File: config.mk
export PLATFORM = sky130hd
export DESIGN_NAME = pulse_scheduler
export DESIGN_NICKNAME = d
export VERILOG_FILES = /design/src/rtl/pulse_sched_pkg.sv /design/src/rtl/pulse_timer.sv /design/src/rtl/pulse_scheduler.sv
export SDC_FILE = /design/constraint.sdc
export NUM_CORES = 1
export LEC_CHECK = 0
export ABC_AREA = 1
export CORE_ASPECT_RATIO = 1.2
export CORE_MARGIN = 1.5
export CORE_UTILIZATION = 30
export CTS_BUF_LIST = sky130_fd_sc_hd__clkbuf_16
export DETAILED_ROUTE_END_ITERATION = 16
export SLEW_MARGIN = 20
export SYNTH_ARGS = -nofsm -noshare
export SYNTH_HDL_FRONTEND = slang
export SYNTH_HIERARCHICAL = 1
export SYNTH_SLANG_ARGS = --single-unit
export TNS_END_PERCENT = 30
File: constraint.sdc
create_clock -name clock -period 2.32 [get_ports clock]
set_input_delay 0.464 -clock clock [delete_from_list [all_inputs] [get_ports clock]]
set_output_delay 0.464 -clock clock [all_outputs]
set_load 0.03 [all_outputs]
File: src/rtl/pulse_sched_pkg.sv
// Shared definitions for the pulse scheduler: FSM state encoding and default field widths.
package pulse_sched_pkg;

  localparam int DEF_DIV_W = 4;
  localparam int DEF_CNT_W = 4;

  typedef enum logic [1:0] {
    IDLE = 2'd0,
    HIGH = 2'd1,
    LOW  = 2'd2,
    DONE = 2'd3
  } state_t;

endpackage

File: src/rtl/pulse_timer.sv
// Half-period down-counter: load sets the count, enable decrements it.
// expire is high for one cycle while the final count of a half-period is live.
module pulse_timer #(
  parameter int W = 4
) (
  input  logic         clock,
  input  logic         reset,
  input  logic         load,
  input  logic [W-1:0] load_val,
  input  logic         en,
  output logic         expire
);

  logic [W-1:0] rem;

  always_ff @(posedge clock) begin
    if (reset) begin
      rem <= '0;
    end else if (load) begin
      rem <= load_val;
    end else if (en && (rem != '0)) begin
      rem <= rem - W'(1);
    end
  end

  // The caller reloads on expire, so expire must not depend on load.
  assign expire = en && (rem == W'(1));

endmodule

File: src/rtl/pulse_scheduler.sv
// Two-requester round-robin burst scheduler driving one shared pulse waveform.
// Grant and first pulse appear the cycle after a request is seen in IDLE; a burst holds the resource until done.
module pulse_scheduler
  import pulse_sched_pkg::*;
#(
  parameter int DIV_W = DEF_DIV_W,
  parameter int CNT_W = DEF_CNT_W
) (
  input  logic             clock,
  input  logic             reset,
  input  logic             req0,
  input  logic             req1,
  input  logic [DIV_W-1:0] div0,
  input  logic [DIV_W-1:0] div1,
  input  logic [CNT_W-1:0] cnt0,
  input  logic [CNT_W-1:0] cnt1,
  output logic             gnt0,
  output logic             gnt1,
  output logic             busy,
  output logic             pulse_out,
  output logic             done0,
  output logic             done1
);

  state_t             state;
  logic [DIV_W-1:0]   div_q;
  logic [CNT_W-1:0]   pcnt;
  logic               owner;
  logic               last;

  logic               win0;
  logic               win1;
  logic [CNT_W-1:0]   win_cnt;
  logic               load;
  logic [DIV_W-1:0]   load_val;
  logic               en;
  logic               expire;

  function automatic logic [DIV_W-1:0] fix_div(input logic [DIV_W-1:0] d);
    return (d == '0) ? DIV_W'(1) : d;
  endfunction

  // Exactly one winner at most: on a tie, last selects whichever side was not served last.
  always_comb begin
    win0     = req0 && (!req1 || last);
    win1     = req1 && (!req0 || !last);
    win_cnt  = win1 ? cnt1 : cnt0;
    load     = 1'b0;
    load_val = div_q;
    en       = (state == HIGH) || (state == LOW);
    case (state)
      IDLE: begin
        if (win0 || win1) begin
          load     = 1'b1;
          load_val = win1 ? fix_div(div1) : fix_div(div0);
        end
      end
      HIGH: begin
        if (expire) load = 1'b1;
      end
      LOW: begin
        if (expire && (pcnt != CNT_W'(1))) load = 1'b1;
      end
      default: begin
        load = 1'b0;
      end
    endcase
  end

  pulse_timer #(
    .W(DIV_W)
  ) u_timer (
    .clock   (clock),
    .reset   (reset),
    .load    (load),
    .load_val(load_val),
    .en      (en),
    .expire  (expire)
  );

  always_ff @(posedge clock) begin
    if (reset) begin
      state     <= IDLE;
      gnt0      <= 1'b0;
      gnt1      <= 1'b0;
      busy      <= 1'b0;
      pulse_out <= 1'b0;
      done0     <= 1'b0;
      done1     <= 1'b0;
      last      <= 1'b1;
      owner     <= 1'b0;
      div_q     <= '0;
      pcnt      <= '0;
    end else begin
      done0 <= 1'b0;
      done1 <= 1'b0;
      case (state)
        IDLE: begin
          if (win0 || win1) begin
            owner <= win1;
            gnt0  <= win0;
            gnt1  <= win1;
            busy  <= 1'b1;
            div_q <= load_val;
            pcnt  <= win_cnt;
            if (win_cnt != '0) begin
              state     <= HIGH;
              pulse_out <= 1'b1;
            end else begin
              state <= DONE;
              done0 <= win0;
              done1 <= win1;
            end
          end
        end
        HIGH: begin
          if (expire) begin
            state     <= LOW;
            pulse_out <= 1'b0;
          end
        end
        LOW: begin
          if (expire) begin
            if (pcnt == CNT_W'(1)) begin
              state <= DONE;
              pcnt  <= '0;
              done0 <= !owner;
              done1 <= owner;
            end else begin
              state     <= HIGH;
              pcnt      <= pcnt - CNT_W'(1);
              pulse_out <= 1'b1;
            end
          end
        end
        DONE: begin
          state <= IDLE;
          gnt0  <= 1'b0;
          gnt1  <= 1'b0;
          busy  <= 1'b0;
          last  <= owner;
        end
        default: begin
          state <= IDLE;
        end
      endcase
    end
  end

endmodule

==> results of run 1 <==
==> area by class of cell <==
cell class                      instances  area share [%]
Clock buffer                            3            4.06
Clock inverter                          1            1.62
Inverter                               31            6.36
Multi-Input combinational cell        152            45.5
Sequential cell                        22            23.8
Tap cell                               58            3.92
Timing Repair Buffer                   28            14.7
==> path summary, 6_finish.rpt <==
path,start,endpoint,slack (ns),depth (start not counted)
max,state[0],u_timer/rem[0],0.37,10
min,pcnt[2],pcnt[2],0.48,2
max reg2reg,state[0],u_timer/rem[0],0.37,10
min reg2reg,pcnt[2],pcnt[2],0.48,2
==> power groups by stage <==
stage	clock (mW)	sequential [mW]	combinational [mW]
finish	0.481	0.581	1.10
global route	0.508	0.597	1.26
CTS	0.493	0.584	1.11
detailed placement	0	0.591	1.11
global placement	0	0.589	1.11
floorplan	0	0.624	0.786
==> worst max-delay path, stage by stage, from the launching register on <==
cell	delay [ns]
sky130_fd_sc_hd__dfxtp_1	0.36
sky130_fd_sc_hd__inv_1	0.09
sky130_fd_sc_hd__ha_1	0.34
sky130_fd_sc_hd__and3_1	0.24
sky130_fd_sc_hd__o21ai_0	0.14
sky130_fd_sc_hd__a21oi_1	0.19
sky130_fd_sc_hd__buf_4	0.18
sky130_fd_sc_hd__nand2_1	0.05
sky130_fd_sc_hd__o21ai_0	0.07
sky130_fd_sc_hd__nand2_1	0.09
sky130_fd_sc_hd__a21oi_2	0.13
==> sequential cells by signal, indices dropped and copies added, names as in the netlist <==
| signal | cells |
|---|---|
| div_q | 4 |
| pcnt | 4 |
| u_timer/rem | 4 |
| state | 2 |
| busy | 1 |
| done0 | 1 |
| done1 | 1 |
| gnt0 | 1 |
| gnt1 | 1 |
| last | 1 |
| owner | 1 |
| pulse_out | 1 |
==> layer usage <==
| layer | vias to the layer above | track usage [%] |
|---|---|---|
| met3 | 4 | 2.15 |
| met4 | 0 | 5.00 |
| met2 | 14 | 25.3 |
| li1 | 732 | - |
| met1 | 614 | 13.6 |
| met5 | - | 0 |
==> Yosys cell counts, types with 2 or more instances <==
cell                       number  area share, %
sky130_fd_sc_hd__o21ai_0       20            7.1
sky130_fd_sc_hd__nand2_2       10            4.4
sky130_fd_sc_hd__inv_1         28            7.4
sky130_fd_sc_hd__dfxtp_1       22             31
sky130_fd_sc_hd__ha_1           8            7.1
sky130_fd_sc_hd__a31oi_1        2           0.88
sky130_fd_sc_hd__a21oi_1       14            5.0
sky130_fd_sc_hd__nand2_1       39             10
sky130_fd_sc_hd__nor2_1        16            4.2
sky130_fd_sc_hd__inv_2          2           0.53
sky130_fd_sc_hd__nand2_4        3            2.4
sky130_fd_sc_hd__nand3b_1       2            1.1
sky130_fd_sc_hd__nand3_1       22            7.8
sky130_fd_sc_hd__or2_1          4            1.8
sky130_fd_sc_hd__nor2_4         2            1.6
==> per-stage QoR <==
stage / worst slack [ns] / power [mW] / instances
finish: 0.373 / 2.17 / 295
floorplan: 0.405 / 1.41 / 207
CTS: 0.387 / 2.19 / 295
global route: 0.156 / 2.37 / 295
detailed placement: 0.156 / 1.70 / 291
global placement: 0.163 / 1.70 / 291
==> logic make-up after synthesis <==
family,after synthesis,share of synthesized area [%]
flops,22,31.1
buf+inv,33,9.37
xor+xnor,1,0.619
compound gates,40,14.9
fa+ha+maj,8,7.07
simple gates,103,36.9
==> impl_metrics.csv, run 1 <==
group,metric,value,unit
synthesis,syn_area,1420,sq um
global_routing,first_global_vias,1354,
cts,cts.clk_slew.worst_paths,0.06,ns
power_and_ir_drop,power_per_cell_area,1170,nW/um^2
placed_design,dp_hpwl,2.59,mm
global_routing,initial_antenna_violation_count,0,
detailed_routing,drc_errors,0,
timing,final_hold_violation_count,0,
synthesis,synth_flop_cell,"sky130_fd_sc_hd__dfxtp_1",
detailed_routing,detailroute.via_count,1364,
detailed_routing,viasPerCell,4.62,
power_and_ir_drop,relative_contribution_of_sequential_cells_to_total_power,26.8,%
placed_design,routabilityCongestion,0.782,
finish,area_used_by_multi_input_combinational_logic,842,sq um
cts,cts_inserted_buffers,3,
detailed_routing,wirelength_met1,1.35,mm
detailed_routing,antenna_violating_nets_post_route,0,
synthesis,number_of_synthesized_register_bits,22,
timing,post-route-period-util,83.9,%
placed_design,dpl_cell_area,1750,sq um
cts,clock_tree.buffer_depth,2,
cts,postCtsSetupBuffers,0,
power_and_ir_drop,clock_power_share,22.2,%
cts,cts.hold.buffers_added,0,
synthesis,post_synth_num_cell_types,28,
finish,drive_above_1_share,12.2,%
synthesis,synth_enable_flop_cells,0,
power_and_ir_drop,p_leak,0.848,nW
cts,clock_insertion_delay_worst_skew,0.25,ns
worst_setup_path,critical_path.endpoint_type,"flop",
timing,setup_violations,0,
finish,area_growth_syn_to_layout,30.8,%
power_and_ir_drop,power.combinational.fraction,50.9,%
timing,slew_viol_final,0,
die,rows,27,
finish,post-route-util,40.6,%
detailed_routing,detail_route.wirelength,3.16,mm
timing,hold-worst-slack,0.476,ns
finish,regArea,440,sq um
worst_setup_path,start_kind,"flop",
cts,ctsRootBufferMaster,"sky130_fd_sc_hd__clkbuf_16",
timing,setup_total_negative_slack,0,ns
power_and_ir_drop,internal_power,1.28,mW
cts,cts_max_level,1,
cts,tritoncts,"yes",
run_status,outcome,"complete, no violations",
detailed_routing,routedWlPerCell,10.7,um
finish,number_of_nets_in_the_finished_design,266,
power_and_ir_drop,ir_drop,0.447,mV
power_and_ir_drop,p_sw_share,40.7,%
global_routing,grt.total_usage,13.1,%
global_routing,remaining_global_route_overflow,0,
detailed_routing,detailroute.wirelength.met2,1.67,mm
worst_setup_path,cp_data_required_time,2.51,ns
flow_run,cap_violations,0,
die,initial_utilization,31.0,%
detailed_routing,drt_pass1_iterations,5,
worst_setup_path,critical_path_peak_fanout,7,
min_path,holdCritPathClass,"reg2reg",
finish,layout_commonest_cell,"sky130_fd_sc_hd__nand2_1",
timing,timing.final.crit_period,1.95,ns
global_routing,grt_max_degree,14,
placed_design,placement.io_buffers,25,
synthesis,seq_area_frac_synth,31.1,%
timing,timing_worst_slew_pin_value,0.428,ns
power_and_ir_drop,switchingPower,882,uW
synthesis,syn-num-nets,235,
finish,fillerInstances,488,
timing,timing.slew.headroom,71.4,%
timing,clock_skew,0.00325,ns
detailed_routing,detailedRoute.firstIterationViolations,51,
timing,maxClockFrequency,514,MHz
global_routing,grt_pass1_wl,5.34,mm
die,placeable_core_region,4560,sq um
die,fp.dieW,65.7,um
cts,ctsResizeCount,0,
die,vert_die_dim,78.2,um
worst_setup_path,worst_ep_arrival_time,2.14,ns
synthesis,netlist_instances,207,
synthesis,async_reset_ff_share,0,%
worst_setup_path,criticalPathCategory,"reg2reg",
synthesis,postSynthAreaPerCell,6.84,sq um
finish,mostFrequentLayoutCells,"39 x sky130_fd_sc_hd__nand2_1, 28 x sky130_fd_sc_hd__inv_1, 25 x sky130_fd_sc_hd__clkdlybuf4s50_1",
die,number_of_top_level_pins,26,
detailed_routing,routed_length_on_met3,78,um
synthesis,synth.yosys.warnings,6,
detailed_routing,topRoutingLayerUsed,"met4",
cts,clkSinkCount,22,
die,floorplan.die_area,5140,sq um
timing,grt_setup_unrepaired,"false",
finish,antenna_cells_inserted,0,
finish,postLayoutCellArea,1850,sq um
Note: power is estimated with default switching activity, not from simulation.
==> inputs of run 2 (changes only) <==
Clock period 2.32 ns to 1.72 ns, I/O delays scaled along.
==> run 2 against run 1 <==
  * Largest cell class unchanged
  * Wire length up 14%
  * Sequential cell count unchanged
  * Fmax up 19%
  * Register-to-register slack worse by 0.30 ns
  * Via count up 11%
  * Combinational power up 95%
  * Sequential power up 33%
  * Clock skew about the same
  * Critical path depth unchanged
  * Clock-buffer cell count unchanged
  * Global-route usage up 1.4 points
  * Critical path type unchanged
==> impl_metrics.csv, run 2 (synthesis gave the netlist of run 1 again) <==
group,metric,value,unit
finish,layout.cells.non_filler,331,
cts,clock_insertion_delay_worst_skew,0.25,ns
worst_setup_path,critical_path.endpoint,"state[0]",
die,initial_utilization,31.0,%
die,number_of_top_level_pins,26,
finish,layout_commonest_cell,"sky130_fd_sc_hd__buf_4",
worst_setup_path,critical_path_peak_fanout,3,
placed_design,placed_cells,320,
cts,cts_max_level,1,
worst_setup_path,rr_endpoint,"state[0]",
timing,timing.slew.headroom,79.5,%
timing,post-route-period-util,95.5,%
cts,tritoncts,"yes",
global_routing,grt_max_degree,13,
worst_setup_path,worst_setup_path_startpoint,"state[0]",
finish,reg_top3,"div_q: 4 flops, pcnt: 4 flops, u_timer/rem: 4 flops",
worst_setup_path,start_kind,"flop",
global_routing,first_global_vias,1466,
finish,mostFrequentLayoutCells,"39 x sky130_fd_sc_hd__buf_4, 38 x sky130_fd_sc_hd__nand2_1, 23 x sky130_fd_sc_hd__clkdlybuf4s50_1",
finish,fillerInstances,472,
power_and_ir_drop,power_per_cell_area,1570,nW/um^2
timing,timing.final.crit_period,1.64,ns
timing,setup_total_negative_slack,0,ns
run_status,outcome,"complete, no violations",
timing,grt_setup_unrepaired,"true",
detailed_routing,viasPerCell,4.58,
worst_setup_path,worst_ep_arrival_time,1.78,ns
cts,cts.hold.buffers_added,0,
timing,hold-worst-slack,0.476,ns
cts,ctsRootBufferMaster,"sky130_fd_sc_hd__clkbuf_16",
finish,post-route-util,47.8,%
timing,clock_skew,0.00335,ns
detailed_routing,antenna_violating_nets_post_route,0,
global_routing,grt.total_usage,14.5,%
worst_setup_path,critical_path.endpoint_type,"flop",
min_path,holdCritPathClass,"reg2reg",
finish,antenna_cells_inserted,0,
worst_setup_path,ff2ff_setup_slack,0.08,ns
timing,final_hold_violation_count,0,
worst_setup_path,reg2reg_from,"state[0]",
worst_setup_path,cp_data_required_time,1.86,ns
timing,timing.final.ws_setup,0.0780,ns
finish,area_growth_syn_to_layout,54.1,%
timing,setup_violations,0,
die,floorplan.die_area,5140,sq um
power_and_ir_drop,p_leak,1.03,nW
finish,number_of_nets_in_the_finished_design,302,
detailed_routing,detail_route.wirelength,3.60,mm
cts,clkSinkCount,22,
detailed_routing,routedWlPerCell,10.9,um
finish,regArea,444,sq um
global_routing,remaining_global_route_overflow,0,
detailed_routing,detailedRoute.firstIterationViolations,42,
detailed_routing,drc_errors,0,
placed_design,dp_hpwl,2.79,mm
placed_design,detailedPlace.worstSlack,-0.278,ns
finish,drive_above_1_share,31.5,%
worst_setup_path,count_of_cells_along_the_worst_register_to_register_path,10,
placed_design,placement.io_buffers,25,
die,rows,27,
finish,area_used_by_multi_input_combinational_logic,918,sq um
global_routing,grt_pass1_wl,5.98,mm
power_and_ir_drop,ir_drop,0.523,mV
cts,clock_tree.buffer_depth,2,
cts,cts.clk_slew.worst_paths,0.06,ns
timing,timing_worst_slew_pin_value,0.306,ns
detailed_routing,detailroute.via_count,1516,
detailed_routing,drt_pass1_iterations,4,
die,placeable_core_region,4560,sq um
worst_setup_path,criticalPathCategory,"reg2reg",
die,vert_die_dim,78.2,um
flow_run,cap_violations,0,
cts,cts_inserted_buffers,3,
die,fp.dieW,65.7,um
placed_design,routabilityCongestion,0.865,
timing,maxClockFrequency,609,MHz
global_routing,initial_antenna_violation_count,0,
timing,slew_viol_final,0,
-- run 2: changes by cell type in the layout (fill, tap and decap cells not counted), sizes merged --
cell	change
buf	+36
clkinvlp	+1
dlygate4sd2	+1
bufinv	-1
clkdlybuf4s50	-2
dlymetal6s2s	+1
-- run 2: worst min path at each step --
stage	from	endpoint	slack, ns	cells after the start
2_1_floorplan	reset	u_timer/rem[0]	0.41	1
3_3_place_gp	div_q[0]	div_q[0]	0.46	2
3_5_place_dp	pcnt[2]	pcnt[2]	0.47	2
4_1_cts	pcnt[2]	pcnt[2]	0.48	2
5_1_grt	gnt1	gnt1	0.51	2
6_report	pcnt[2]	pcnt[2]	0.48	2
-- run 2: timing repair --
action	4_1_cts	5_1_grt
pin swaps	2	6
endpoints found under the hold margin	0	0
setup endpoints to repair	2	11
setup buffers	2	5
resized for setup	4	23
-- run 2: area by class of cell --
cell class                 instances  share of cell area [%]
multi-input combinational        152                    42.1
timing repair buffer              64                    25.0
sequential                        22                    20.4
inverter                          31                    5.62
clock buffer                       3                    3.44
tap                               58                    3.33
clock inverter                     1                   0.172
-- run 2: critical path, stage by stage (launching register included) --
cell	delay (ns)
sky130_fd_sc_hd__dfxtp_2	0.33
sky130_fd_sc_hd__inv_2	0.06
sky130_fd_sc_hd__ha_4	0.25
sky130_fd_sc_hd__and3_4	0.20
sky130_fd_sc_hd__buf_4	0.12
sky130_fd_sc_hd__inv_1	0.04
sky130_fd_sc_hd__o21ai_0	0.07
sky130_fd_sc_hd__nand2_1	0.09
sky130_fd_sc_hd__buf_4	0.15
sky130_fd_sc_hd__o21ai_0	0.14
sky130_fd_sc_hd__a21oi_1	0.07
-- run 2: per-stage QoR --
stage / cell area (sq um) / power, mW
after global routing: 2180 / 3.72
after CTS: 2080 / 3.20
after floorplan: 1440 / 1.96
final: 2180 / 3.42
after global placement: 1980 / 2.62
after detailed placement: 1980 / 2.64
-- run 2: routing by layer --
| layer | up-vias | share of wire [%] | global-route usage (%) |
|---|---|---|---|
| met3 | 6 | 2.0 | 2.15 |
| li1 | 806 | - | - |
| met5 | - | 0 | 0 |
| met2 | 15 | 55 | 26.3 |
| met4 | 0 | 1.4 | 5.21 |
| met1 | 689 | 42 | 16.9 |
-- run 2: power by group --
| group | internal (mW) | switching [mW] | leakage, nW |
|---|---|---|---|
| clock network | 0.310 | 0.190 | 0.0385 |
| registers | 0.688 | 0.0861 | 0.183 |
| logic | 1.01 | 1.14 | 0.805 |
| total | 2.00 | 1.41 | 1.03 |
